<file path="config.mk">
export PLATFORM = sky130hd
export DESIGN_NAME = ifetch_unit
export DESIGN_NICKNAME = d
export VERILOG_FILES = /design/src/rtl/ifetch_unit_pkg.sv /design/src/rtl/ifetch_unit_fetch_fifo.sv /design/src/rtl/ifetch_unit.sv
export SDC_FILE = /design/constraint.sdc
export NUM_CORES = 1
export LEC_CHECK = 0
export BUFFER_PORTS_ARGS = -buffer_cell sky130_fd_sc_hd__buf_2
export CORE_ASPECT_RATIO = 0.8
export CORE_MARGIN = 2
export CORE_UTILIZATION = 45
export DETAILED_ROUTE_END_ITERATION = 10
export HOLD_SLACK_MARGIN = 0.05
export PLACE_DENSITY = 0.7
export SYNTH_ARGS = -nofsm -noshare
export SYNTH_HDL_FRONTEND = slang
export SYNTH_SLANG_ARGS = --single-unit
</file>
<file path="constraint.sdc">
create_clock -name clk -period 6.5 [get_ports clk]
set_input_delay 0.65 -clock clk [delete_from_list [all_inputs] [get_ports clk]]
set_output_delay 0.65 -clock clk [all_outputs]
set_load 0.03 [all_outputs]
</file>
<file path="src/rtl/ifetch_unit_pkg.sv">
// ============================================================================
// Module   : pkg_parameters
// Purpose  : Shared widths, fetch defaults and the fetch packet type.
// Revision : 1.0 - initial release
// ============================================================================
`default_nettype none

package pkg_parameters;
  localparam int IMEM_ADDR_WIDTH  = 32;
  localparam int IMEM_DATA_WIDTH  = 32;
  localparam int FETCH_FIFO_DEPTH = 2;
  localparam logic [IMEM_ADDR_WIDTH-1:0] RESET_PC_DEFAULT = '0;

  typedef struct packed {
    logic [IMEM_ADDR_WIDTH-1:0] pc;
    logic [IMEM_DATA_WIDTH-1:0] instr;
  } fetch_pkt_t;
endpackage

`default_nettype wire

</file>
<file path="src/rtl/ifetch_unit_fetch_fifo.sv">
// ============================================================================
// Module   : fetch_fifo
// Purpose  : Synchronous FIFO of fetch packets with push/pop/flush.
// Revision : 1.0 - initial release
// ============================================================================
`default_nettype none

module fetch_fifo
  import pkg_parameters::*;
#(
  parameter int DEPTH = FETCH_FIFO_DEPTH,
  localparam int CW   = $clog2(DEPTH + 1)
) (
  input  logic          clk,
  input  logic          rst,
  input  logic          flush,
  input  logic          push,
  input  fetch_pkt_t    push_pkt,
  input  logic          pop,
  output fetch_pkt_t    head_pkt,
  output logic [CW-1:0] count,
  output logic          empty,
  output logic          full
);

  localparam int PW = (DEPTH > 1) ? $clog2(DEPTH) : 1;
  localparam logic [PW-1:0] C_LAST = PW'(DEPTH - 1);
  localparam logic [CW-1:0] C_FULL = CW'(DEPTH);

  fetch_pkt_t    r_mem [DEPTH];
  logic [PW-1:0] r_wptr;
  logic [PW-1:0] r_rptr;
  logic [CW-1:0] r_count;
  logic          w_do_pop;
  logic          w_do_push;

  assign empty     = (r_count == '0);
  assign full      = (r_count == C_FULL);
  assign count     = r_count;
  assign head_pkt  = r_mem[r_rptr];
  assign w_do_pop  = pop && !empty;
  // A full FIFO still accepts a push when the head leaves in the same cycle.
  assign w_do_push = push && (!full || w_do_pop);

  always_ff @(posedge clk) begin
    if (rst || flush) begin
      r_wptr  <= '0;
      r_rptr  <= '0;
      r_count <= '0;
    end else begin
      if (w_do_push) r_wptr <= (r_wptr == C_LAST) ? '0 : r_wptr + PW'(1);
      if (w_do_pop)  r_rptr <= (r_rptr == C_LAST) ? '0 : r_rptr + PW'(1);
      case ({w_do_push, w_do_pop})
        2'b10:   r_count <= r_count + CW'(1);
        2'b01:   r_count <= r_count - CW'(1);
        default: r_count <= r_count;
      endcase
    end
  end

  always_ff @(posedge clk) begin
    if (!rst && !flush && w_do_push) r_mem[r_wptr] <= push_pkt;
  end

endmodule

`default_nettype wire

</file>
<file path="src/rtl/ifetch_unit.sv">
// ============================================================================
// Module   : ifetch_unit
// Purpose  : Instruction fetch initiator: PC, single in-flight imem read,
//            fetch buffer and valid/ready hand-off to decode.
// Revision : 1.0 - initial release
// ============================================================================
`default_nettype none

module ifetch_unit
  import pkg_parameters::*;
#(
  parameter logic [IMEM_ADDR_WIDTH-1:0] RESET_PC   = RESET_PC_DEFAULT,
  parameter int                         FIFO_DEPTH = FETCH_FIFO_DEPTH
) (
  input  logic                       clk,
  input  logic                       rst,
  output logic [IMEM_ADDR_WIDTH-1:0] imem_addr,
  output logic                       imem_ena,
  input  logic [IMEM_DATA_WIDTH-1:0] imem_dout,
  input  logic                       redirect_valid,
  input  logic [IMEM_ADDR_WIDTH-1:0] redirect_pc,
  output logic                       out_valid,
  input  logic                       out_ready,
  output logic [IMEM_ADDR_WIDTH-1:0] out_pc,
  output logic [IMEM_DATA_WIDTH-1:0] out_instr
);

  localparam int CW = $clog2(FIFO_DEPTH + 1);
  localparam logic [CW:0] C_DEPTH = (CW + 1)'(FIFO_DEPTH);

  logic [IMEM_ADDR_WIDTH-1:0] r_pc;
  logic [IMEM_ADDR_WIDTH-1:0] r_inflight_pc;
  logic                       r_inflight;

  logic [IMEM_ADDR_WIDTH-1:0] w_redirect_target;
  logic [CW-1:0]              w_fifo_count;
  logic                       w_fifo_empty;
  logic                       w_fifo_full;
  logic                       w_pop;
  logic                       w_push;
  logic [CW:0]                w_outstanding;
  fetch_pkt_t                 w_head;
  fetch_pkt_t                 w_push_pkt;

  assign w_redirect_target = redirect_pc & ~IMEM_ADDR_WIDTH'(3);

  assign out_valid = !rst && !w_fifo_empty;
  assign out_pc    = out_valid ? w_head.pc    : '0;
  assign out_instr = out_valid ? w_head.instr : '0;
  assign w_pop     = out_valid && out_ready;

  // Buffered entries plus the read in flight, less what leaves this cycle,
  // must leave room for the word this cycle's issue will return.
  assign w_outstanding = {1'b0, w_fifo_count} + (CW + 1)'(r_inflight) - (CW + 1)'(w_pop);
  assign imem_ena  = !rst && !redirect_valid && (w_outstanding < C_DEPTH)
                     && !(w_fifo_full && !w_pop && r_inflight);
  assign imem_addr = rst ? RESET_PC : r_pc;

  assign w_push           = r_inflight;
  assign w_push_pkt.pc    = r_inflight_pc;
  assign w_push_pkt.instr = imem_dout;

  always_ff @(posedge clk) begin
    if (rst) begin
      r_pc          <= RESET_PC;
      r_inflight    <= 1'b0;
      r_inflight_pc <= '0;
    end else if (redirect_valid) begin
      r_pc       <= w_redirect_target;
      r_inflight <= 1'b0;
    end else begin
      r_inflight <= imem_ena;
      if (imem_ena) begin
        r_pc          <= r_pc + IMEM_ADDR_WIDTH'(4);
        r_inflight_pc <= r_pc;
      end
    end
  end

  fetch_fifo #(
    .DEPTH (FIFO_DEPTH)
  ) u_fifo (
    .clk      (clk),
    .rst      (rst),
    .flush    (redirect_valid),
    .push     (w_push),
    .push_pkt (w_push_pkt),
    .pop      (w_pop),
    .head_pkt (w_head),
    .count    (w_fifo_count),
    .empty    (w_fifo_empty),
    .full     (w_fifo_full)
  );

endmodule

`default_nettype wire

</file>
== Word level (Yosys, flattened, before mapping) ==
Memory sizes are Yosys's and may differ from the RTL's. A register that Yosys moved wholly into a read port is not among the register bits.
Index checks and enable logic that the tools add are counted.
Word-level totals
  register bits after elaboration: 69
  bits in writable memories: 128
  bits of input ports: 68
  output and inout bits: 98
  word-level logic and storage cells: 55
  memories kept: 1
Memories
  u_fifo.r_mem: depth 2, width 64, read ports 1, clocked after Yosys merged registers in 1, write ports 1, RTL line ifetch_unit_fetch_fifo.sv:30  | fetch_pkt_t r_mem [DEPTH];
Cells by class
  $add $sub $neg: 7
  order comparisons: 1
  equal/unequal tests: 3
  multiplexer cells: 12
  bitwise operators: 1
  reduce and logical (&&, ||, !) cells: 23
Operators by type and width (count)
  $mux W32: 5
  $add A32 B3 Y32 const B: 1
  $logic_and A1 B1 Y1: 10
  $logic_not A1 Y1: 6
  $mux W1: 6
  $eq A2 B2 Y1 const B: 2
  $pmux W2 S2: 1
  $reduce_bool A2 Y1: 2
  $add A2 B1 Y3: 1
  $lt A3 B2 Y1 const B: 1
  $sub A3 B1 Y3: 1
  $add A1 B1 Y1 const B: 2
  $add A2 B1 Y2 const B: 1
  $eq A2 B1 Y1 const B: 1
  $logic_not A2 Y1: 1
  $logic_or A1 B1 Y1: 2
  $reduce_and A2 Y1: 1
  $reduce_or A2 Y1: 1
  $sub A2 B1 Y2 const B: 1
  $not A1 Y1: 1

== Depth between registers and ports, before layout ==
Gate-level depths: netlist of run 1.
  word-level depth: 11
  depth in mapped cells: 17

== Hierarchy ==
A second synthesis of run 1 with hierarchy kept.
Second synthesis, totals
  cell total of the unflattened synthesis: 702
  area, all modules: 8416.8 um^2
By module, submodules not included
  fetch_fifo: instances 1, cells an instance 228, area each 4902.2 um^2, sequential area each 3943.8 um^2
  ifetch_unit: instances 1, cells an instance 474, area each 3514.6 um^2, sequential area each 1221.2 um^2

== Worst setup path after synthesis of run 1 ==
Ideal clock, no wire load.
  path kind: input to register
  start point: in rst
  end point: mem u_fifo.r_mem[0][0] (netlist bit) (enable)
  setup time: 0.558 ns
  arrival: 5.515 ns
  slack: 0.426 ns
  cell stages on the path: 4
  cell sequence: clkbuf_1 or2_2 clkbuf_1 nor3_1
On the way
  longest elaborated chain between the ends: 9
RTL lines
  start, declared: RTL line ifetch_unit.sv:16  | input logic rst,
  $logic_not A1 Y1 (*): RTL line ifetch_unit_fetch_fifo.sv:62, ifetch_unit.sv:47
  $logic_and A1 B1 Y1: RTL line ifetch_unit.sv:47  | assign out_valid = !rst && !w_fifo_empty;
  $logic_and A1 B1 Y1: RTL line ifetch_unit.sv:50  | assign w_pop = out_valid && out_ready;
  $logic_and A1 B1 Y1: RTL line ifetch_unit_fetch_fifo.sv:41  | assign w_do_pop = pop && !empty;
  $logic_or A1 B1 Y1: RTL line ifetch_unit_fetch_fifo.sv:43  | assign w_do_push = push && (!full || w_do_pop);
  $logic_and A1 B1 Y1: RTL line ifetch_unit_fetch_fifo.sv:43
  $logic_and A1 B1 Y1 (*): RTL line ifetch_unit_fetch_fifo.sv:62  | if (!rst && !flush && w_do_push) r_mem[r_wptr] <= push_pkt;
  $mux W1 (*): RTL line ifetch_unit_fetch_fifo.sv:62
  $mux W1 (implied by the code) (*): RTL line ifetch_unit_fetch_fifo.sv:62
  end, declared: RTL line ifetch_unit_fetch_fifo.sv:30
Mark *: on every way between the ends. The rest lies on a longest branch, timed or not.

== Final worst setup path of run 1 ==
  start point: reg u_fifo.r_count[1], in the netlist u_fifo.count[1]
  end point: out imem_ena
On the way
  longest elaborated chain between the ends: 9
RTL lines
  start, declared: RTL line ifetch_unit_fetch_fifo.sv:33  | logic [CW-1:0] r_count;
  start signal, assigned: RTL line ifetch_unit_fetch_fifo.sv:54  | 2'b10: r_count <= r_count + CW'(1);
  start signal, assigned: RTL line ifetch_unit_fetch_fifo.sv:55  | 2'b01: r_count <= r_count - CW'(1);
  start signal, assigned: RTL line ifetch_unit_fetch_fifo.sv:56  | default: r_count <= r_count;
  parallel branches: the longest is 8 deep, another holds $add A2 B1 Y3
  $logic_and A1 B1 Y1 (*): RTL line ifetch_unit.sv:56  | && !(w_fifo_full && !w_pop && r_inflight);
  end, declared: RTL line ifetch_unit.sv:18  | output logic imem_ena,
Every way passes the cells marked *.

==> results of run 1 <==
cells by family after synthesis:
logic type | count (synthesis) | share of synthesized area (%)
flops | 190 | 63.2
mux | 68 | 8.57
simple gates | 277 | 16.8
compound gates | 89 | 7.02
xor+xnor | 7 | 0.768
fa+ha+maj | 2 | 0.407
other cells | 1 | 0.0470
buf+inv | 57 | 3.18
critical path, stage by stage (launching register included):
cell       delay (ns)
dfxtp_1          0.52
nor2_1           0.06
or2_2            0.29
inv_1            0.07
nand2_1          0.11
xnor2_1          0.15
nand2_1          0.08
fa_1             0.38
xnor2_1          0.24
o2111ai_4        0.16
inv_2            0.62
buf_2            0.33
cells in the final DEF (no fill, tap or decap), types with 10 or more instances in the layout:
master and n:
dfxtp_1 65, nand3_1 17, nor2_1 77, a22oi_1 10, mux2i_1 65, nor2b_1 40
a21oi_1 37, buf_2 159, nand4_1 11, edfxtp_1 124, nand2_1 85, clkbuf_16 18
power groups by stage:
stage | registers (µW) | logic (µW) | clock network (µW)
2_1_floorplan | 1350 | 107 | 0
3_3_place_gp | 1360 | 150 | 0
3_5_place_dp | 1360 | 153 | 0
4_1_cts | 1330 | 154 | 1070
5_1_grt | 1340 | 168 | 1130
6_report | 1330 | 153 | 1050
layout make-up:
class | count | area [µm²] | share of cell area (%)
Tap cell | 225 | 282 | 2.95
Multi-Input combinational cell | 447 | 2720 | 28.5
Timing Repair Buffer | 166 | 848 | 8.90
Inverter | 7 | 26.3 | 0.276
Clock buffer | 22 | 485 | 5.09
Sequential cell | 190 | 5050 | 53.0
Clock inverter | 10 | 125 | 1.31
worst paths after layout:
path | startpoint | endpoint | slack (ns) | cells past startpoint
setup / recovery | u_fifo.count[1] | imem_ena | 2.41 | 11
hold / removal | imem_dout[17] | u_fifo.r_mem[1][17] | 0.41 | 1
setup reg to reg | u_fifo.count[1] | r_pc[18] | 2.78 | 13
hold reg to reg | r_inflight_pc[6] | u_fifo.r_mem[0][38] | 0.45 | 0
registers in the layout (all words and copies together) (netlist names), named ones only:
name	count
u_fifo.r_mem	124
r_inflight_pc	30
r_pc	30
u_fifo.count	2
r_inflight	1
u_fifo.r_rptr	1
u_fifo.r_wptr	1
per-layer routing:
metal	track usage, %	routed length, µm
met1	28.4	8490
met2	28.2	7580
met3	4.70	1190
met4	4.86	127
met5	0	0
metrics by stage:
| stage | area (µm²) | total power, µW | setup WS, ns |
|---|---|---|---|
| detailed placement | 8920 | 1510 | 2.60 |
| CTS | 9530 | 2560 | 2.36 |
| global route | 9530 | 2630 | 2.08 |
| finish | 9530 | 2540 | 2.41 |
| floorplan | 8000 | 1460 | 0.426 |
| global placement | 8920 | 1510 | 2.63 |
==> run summary, run 1 <==
Diode count = 0
Post-CTS Setup Bufs = 0
Via Count = 5575
1st-iter DRT viols = 359
Die width = 153 µm
Post-route DRC violation count = 0
# hold bufs at CTS = 0
I/O pin count = 166
Total congestion overflow = 0
Top cell type by total area after synthesis = edfxtp_1
CTS clk-pin slew, worst paths = 0.07 ns
Synthesized area = 0.00799 mm²
Pwr per Cell Area = 266 mW/mm²
Syn Inst Count = 691
Final count of pins violating max slew = 0
Part of the cycle the worst path needs = 63.0%
Max_cap viols = 0
CTS tree = yes
Comb pwr share = 6.0%
Kind of critical path = reg2out
Hold Vio Cnt, Final = 0
Final #Nets = 899
Filler Cell Count = 1541
Row cnt = 43
RSZ-0062 raised after global routing = no
Seq pwr share = 52.6%
Drt pass-1 iters = 5
Share of cells above drive strength 1 = 24.9%
Setup TNS = 0 ns
Placer Congestion = 0.819
Final min period = 4.09 ns
Relative slew slack = 29.3%
Final WL = 17400 µm
Detail Placement HPWL = 11200 µm
Seq/Total Area, Yosys = 63.2%
Top cells by count, synth = edfxtp_1, nand2_1, nor2_1
Count of non-filler cells in the finished layout = 1067
Crit start category = register
Largest net degree at the start of global routing = 86
Port Buffers = 159
Status = complete, no violations
VDD IR max = 154 µV
Root Driver = clkbuf_16
Vias in the first global route = 5173
Top_reg_cell synth = edfxtp_1
Pleak = 0.00355 µW
Number of enable flip-flop cells after synthesis = 124
Worst EP required = 5.85 ns
CP arrival = 3.44 ns
DP Cell Count = 1035
Max Freq = 0.244 GHz
Worst-path fanout max = 48
Warnings from Yosys = 0
Number of buffers on the longest clock path = 2
CTS Buf Count = 17
Antenna-violating nets left = 0
Final setup viols = 0
H-tree Lvls = 4
GRT Overall Usage = 19.1%
Sw frac = 22.1%
Share of the synthesized area in the top cell type = 46.6%
Worst-Skew Late Latency = 0.42 ns
Global-route wire length before repair = 27900 µm
Post-synth cell types = 54
Worst Setup End Kind = primary output
Post_cts resized = 0
Sw Pwr = 560 µW
Largest cells by area after synthesis = edfxtp_1, dfxtp_1, mux2i_1
Core area = 0.0174 mm²
WHS = 0.415 ns
Internal Dissipation = 1970 µW
Die height = 123 µm
Worst-margin pin slew = 1.06 ns
Clk sinks = 190
Syn-to-layout area delta = 19.4%
WL/cell = 16.3 µm
Most common cell in the netlist = edfxtp_1
FFs w/ async S/R, synth = 0%
Yosys reg bits = 190
Initial antenna violation count = 0
Syn_area_per_cell = 11.6 µm²
Clock skew = 0.00703 ns
Via/cell ratio = 5.22
Clock share of power = 41.3%
Hold Crit Class = in2reg
Final core utilization = 54.9%
Die ar. = 0.0188 mm²
Initial Util = 46.0%
Note: power is estimated with default switching activity, not from simulation.
==> run 2: changes to the inputs <==
- PLACE_DENSITY: 0.7 -> 0.68
- clock period: 6.5 -> 3.9 ns (I/O delays scaled with it)
==> run 2 against run 1 <==
  * Clock power grew 53%
  * Clock-buffer cell count shrank 1
  * Via count grew 1.6%
  * Sequential cell count stayed put
  * Worst hold slack worse by 0.26 ns
  * Power rose by 61%
  * Non-clock buffer count is 3 higher
==> run summary, run 2 (same netlist as run 1, synthesis figures left out) <==
Status = complete, no violations
Pre-CTS WS = 0.679 ns (-1.93 ns)
Crit start category = register
Row cnt = 43 (unchanged)
Final min period = 3.53 ns
VDD IR max = 264 µV (+71%)
Clock skew = 0.00535 ns (-0.00168 ns)
Initial Util = 46.0% (unchanged)
Pwr per Cell Area = 431 mW/mm² (+62%)
1st-iter DRT viols = 354 (-1.4%)
Filler Cell Count = 1544 (+0.19%)
Worst-margin pin slew = 1.14 ns (+0.0754 ns)
Max Freq = 0.283 GHz
Worst-Skew Late Latency = 0.42 ns (about the same)
Die width = 153 µm (unchanged)
Count of non-filler cells in the finished layout = 1070 (+0.28%)
Design Area, Final = 0.00949 mm² (-0.46%)
Root Driver = clkbuf_16
CP arrival = 3.14 ns (-0.30 ns)
# hold bufs at CTS = 0 (unchanged)
Crit-path max cell delay = 0.52 ns (-0.10 ns)
DP Cell Count = 1038 (+0.29%)
I/O pin count = 166 (unchanged)
Commonest non-fill, non-tap cell in the layout = buf_2
Final setup viols = 0 (unchanged)
Post-route DRC violation count = 0 (unchanged)
Part of the cycle the worst path needs = 90.6%
Drt pass-1 iters = 5 (unchanged)
CP top delay family = buffers and inverters
CTS Buf Count = 17 (unchanged)
Share of cells above drive strength 1 = 24.7% (-0.21 points)
Worst EP required = 3.51 ns (-2.34 ns)
Worst-path fanout max = 12 (-75%)
CTS clk-pin slew, worst paths = 0.07 ns (about the same)
Number of buffers on the longest clock path = 2 (unchanged)
Worst Path Buf+Inv = 4 (+1)
CP cell instances = nor2_1 > or2_2 > inv_1 > nand2_1 > xnor2_1 > nand2_1 > fa_1 > xnor2_1 > o2111ai_4 > inv_2 > buf_4 > buf_2
Via Count = 5662 (+1.6%)
Final WL = 17700 µm (+1.6%)
Clk sinks = 190 (unchanged)
Hold Crit Class = in2reg
Worst Setup End Kind = primary output
H-tree Lvls = 4 (unchanged)
Initial antenna violation count = 0 (unchanged)
Largest register FFs = 124 (unchanged)
Core area = 0.0174 mm² (unchanged)
Largest registers = u_fifo.r_mem: 124 flops, r_inflight_pc: 30 flops, r_pc: 30 flops
RSZ-0062 raised after global routing = no
Total congestion overflow = 0 (unchanged)
CTS tree = yes
Post-CTS Setup Bufs = 0 (unchanged)
Highest-count cells in the layout ignoring fill and taps = buf_2, edfxtp_1, nand2_1, nor2_1
Placer Congestion = 0.863 (+5.5%)
Placed Area = 0.00895 mm² (+0.25%)
Pleak = 0.00353 µW (-0.57%)
Die height = 123 µm (unchanged)
Relative slew slack = 24.3% (-5.0 points)
GRT Overall Usage = 19.0% (-0.094 points)
Vias in the first global route = 5163 (-0.19%)
Final count of pins violating max slew = 0 (unchanged)
Diode count = 0 (unchanged)
Via/cell ratio = 5.29 (+1.3%)
Port Buffers = 159 (unchanged)
Kind of critical path = reg2out
Post_cts resized = 0 (unchanged)
Power Total = 4090 µW (+61%)
Syn-to-layout area delta = 18.8%
Global-route wire length before repair = 27600 µm (-0.96%)
Hold Vio Cnt, Final = 0 (unchanged)
Final #Nets = 902 (+0.33%)
Largest net degree at the start of global routing = 86 (unchanged)
Biggest register = u_fifo.r_mem
Slowest-stage cell, CP = dfxtp_1
Antenna-violating nets left = 0 (unchanged)
Max_cap viols = 0 (unchanged)
Final core utilization = 54.6% (-0.25 points)
WL/cell = 16.5 µm (+1.3%)
Detail Placement HPWL = 11300 µm (+1.7%)
Die ar. = 0.0188 mm² (unchanged)
Setup ws final = 0.366 ns (-2.04 ns)
==> run 2: changes by cell type in the layout (fill, tap and decap cells not counted), sizes merged <==
| cell | change |
|---|---|
| bufinv | -2 |
| inv | +1 |
| buf | +3 |
| clkbuf | -1 |
| clkinv | +2 |
==> run 2: layout make-up <==
class | instances | area [µm²] | share of cell area (%)
tap | 225 | 282 | 2.97
multi-input combinational | 447 | 2720 | 28.6
clock buffer | 21 | 462 | 4.86
sequential | 190 | 5050 | 53.2
clock inverter | 11 | 82.6 | 0.870
timing repair buffer | 169 | 871 | 9.18
inverter | 7 | 26.3 | 0.277
==> run 2: routing by layer <==
metal | GRT usage [%] | share of wire [%]
met5 | 0 | 0
met4 | 4.98 | 0.74
met3 | 4.94 | 7.3
met2 | 27.7 | 42
met1 | 28.3 | 50
==> run 2: where the power goes <==
part	leakage [µW]	internal (µW)	switching (µW)
combinational	0.00154	92.2	163
clock	0.000262	861	745
sequential	0.00173	2180	48.4
total	0.00353	3130	957
==> run 2: worst paths after layout <==
path | slack, ns | cells after the start | end | start
setup reg to reg | 0.66 | 13 | r_pc[17] | u_fifo.count[1]
hold / removal | 0.15 | 1 | u_fifo.r_mem[1][12] | imem_dout[12]
setup / recovery | 0.37 | 12 | imem_ena | u_fifo.count[1]
hold reg to reg | 0.45 | 0 | u_fifo.r_mem[1][60] | r_inflight_pc[28]
==> run 2: per-stage QoR <==
step	TNS, ns	hold WS, ns
final	0	0.153
after global routing	0	0.128
after CTS	0	0.134
after detailed placement	0	0.438
after global placement	0	0.433
after floorplan	-237.30	0.425
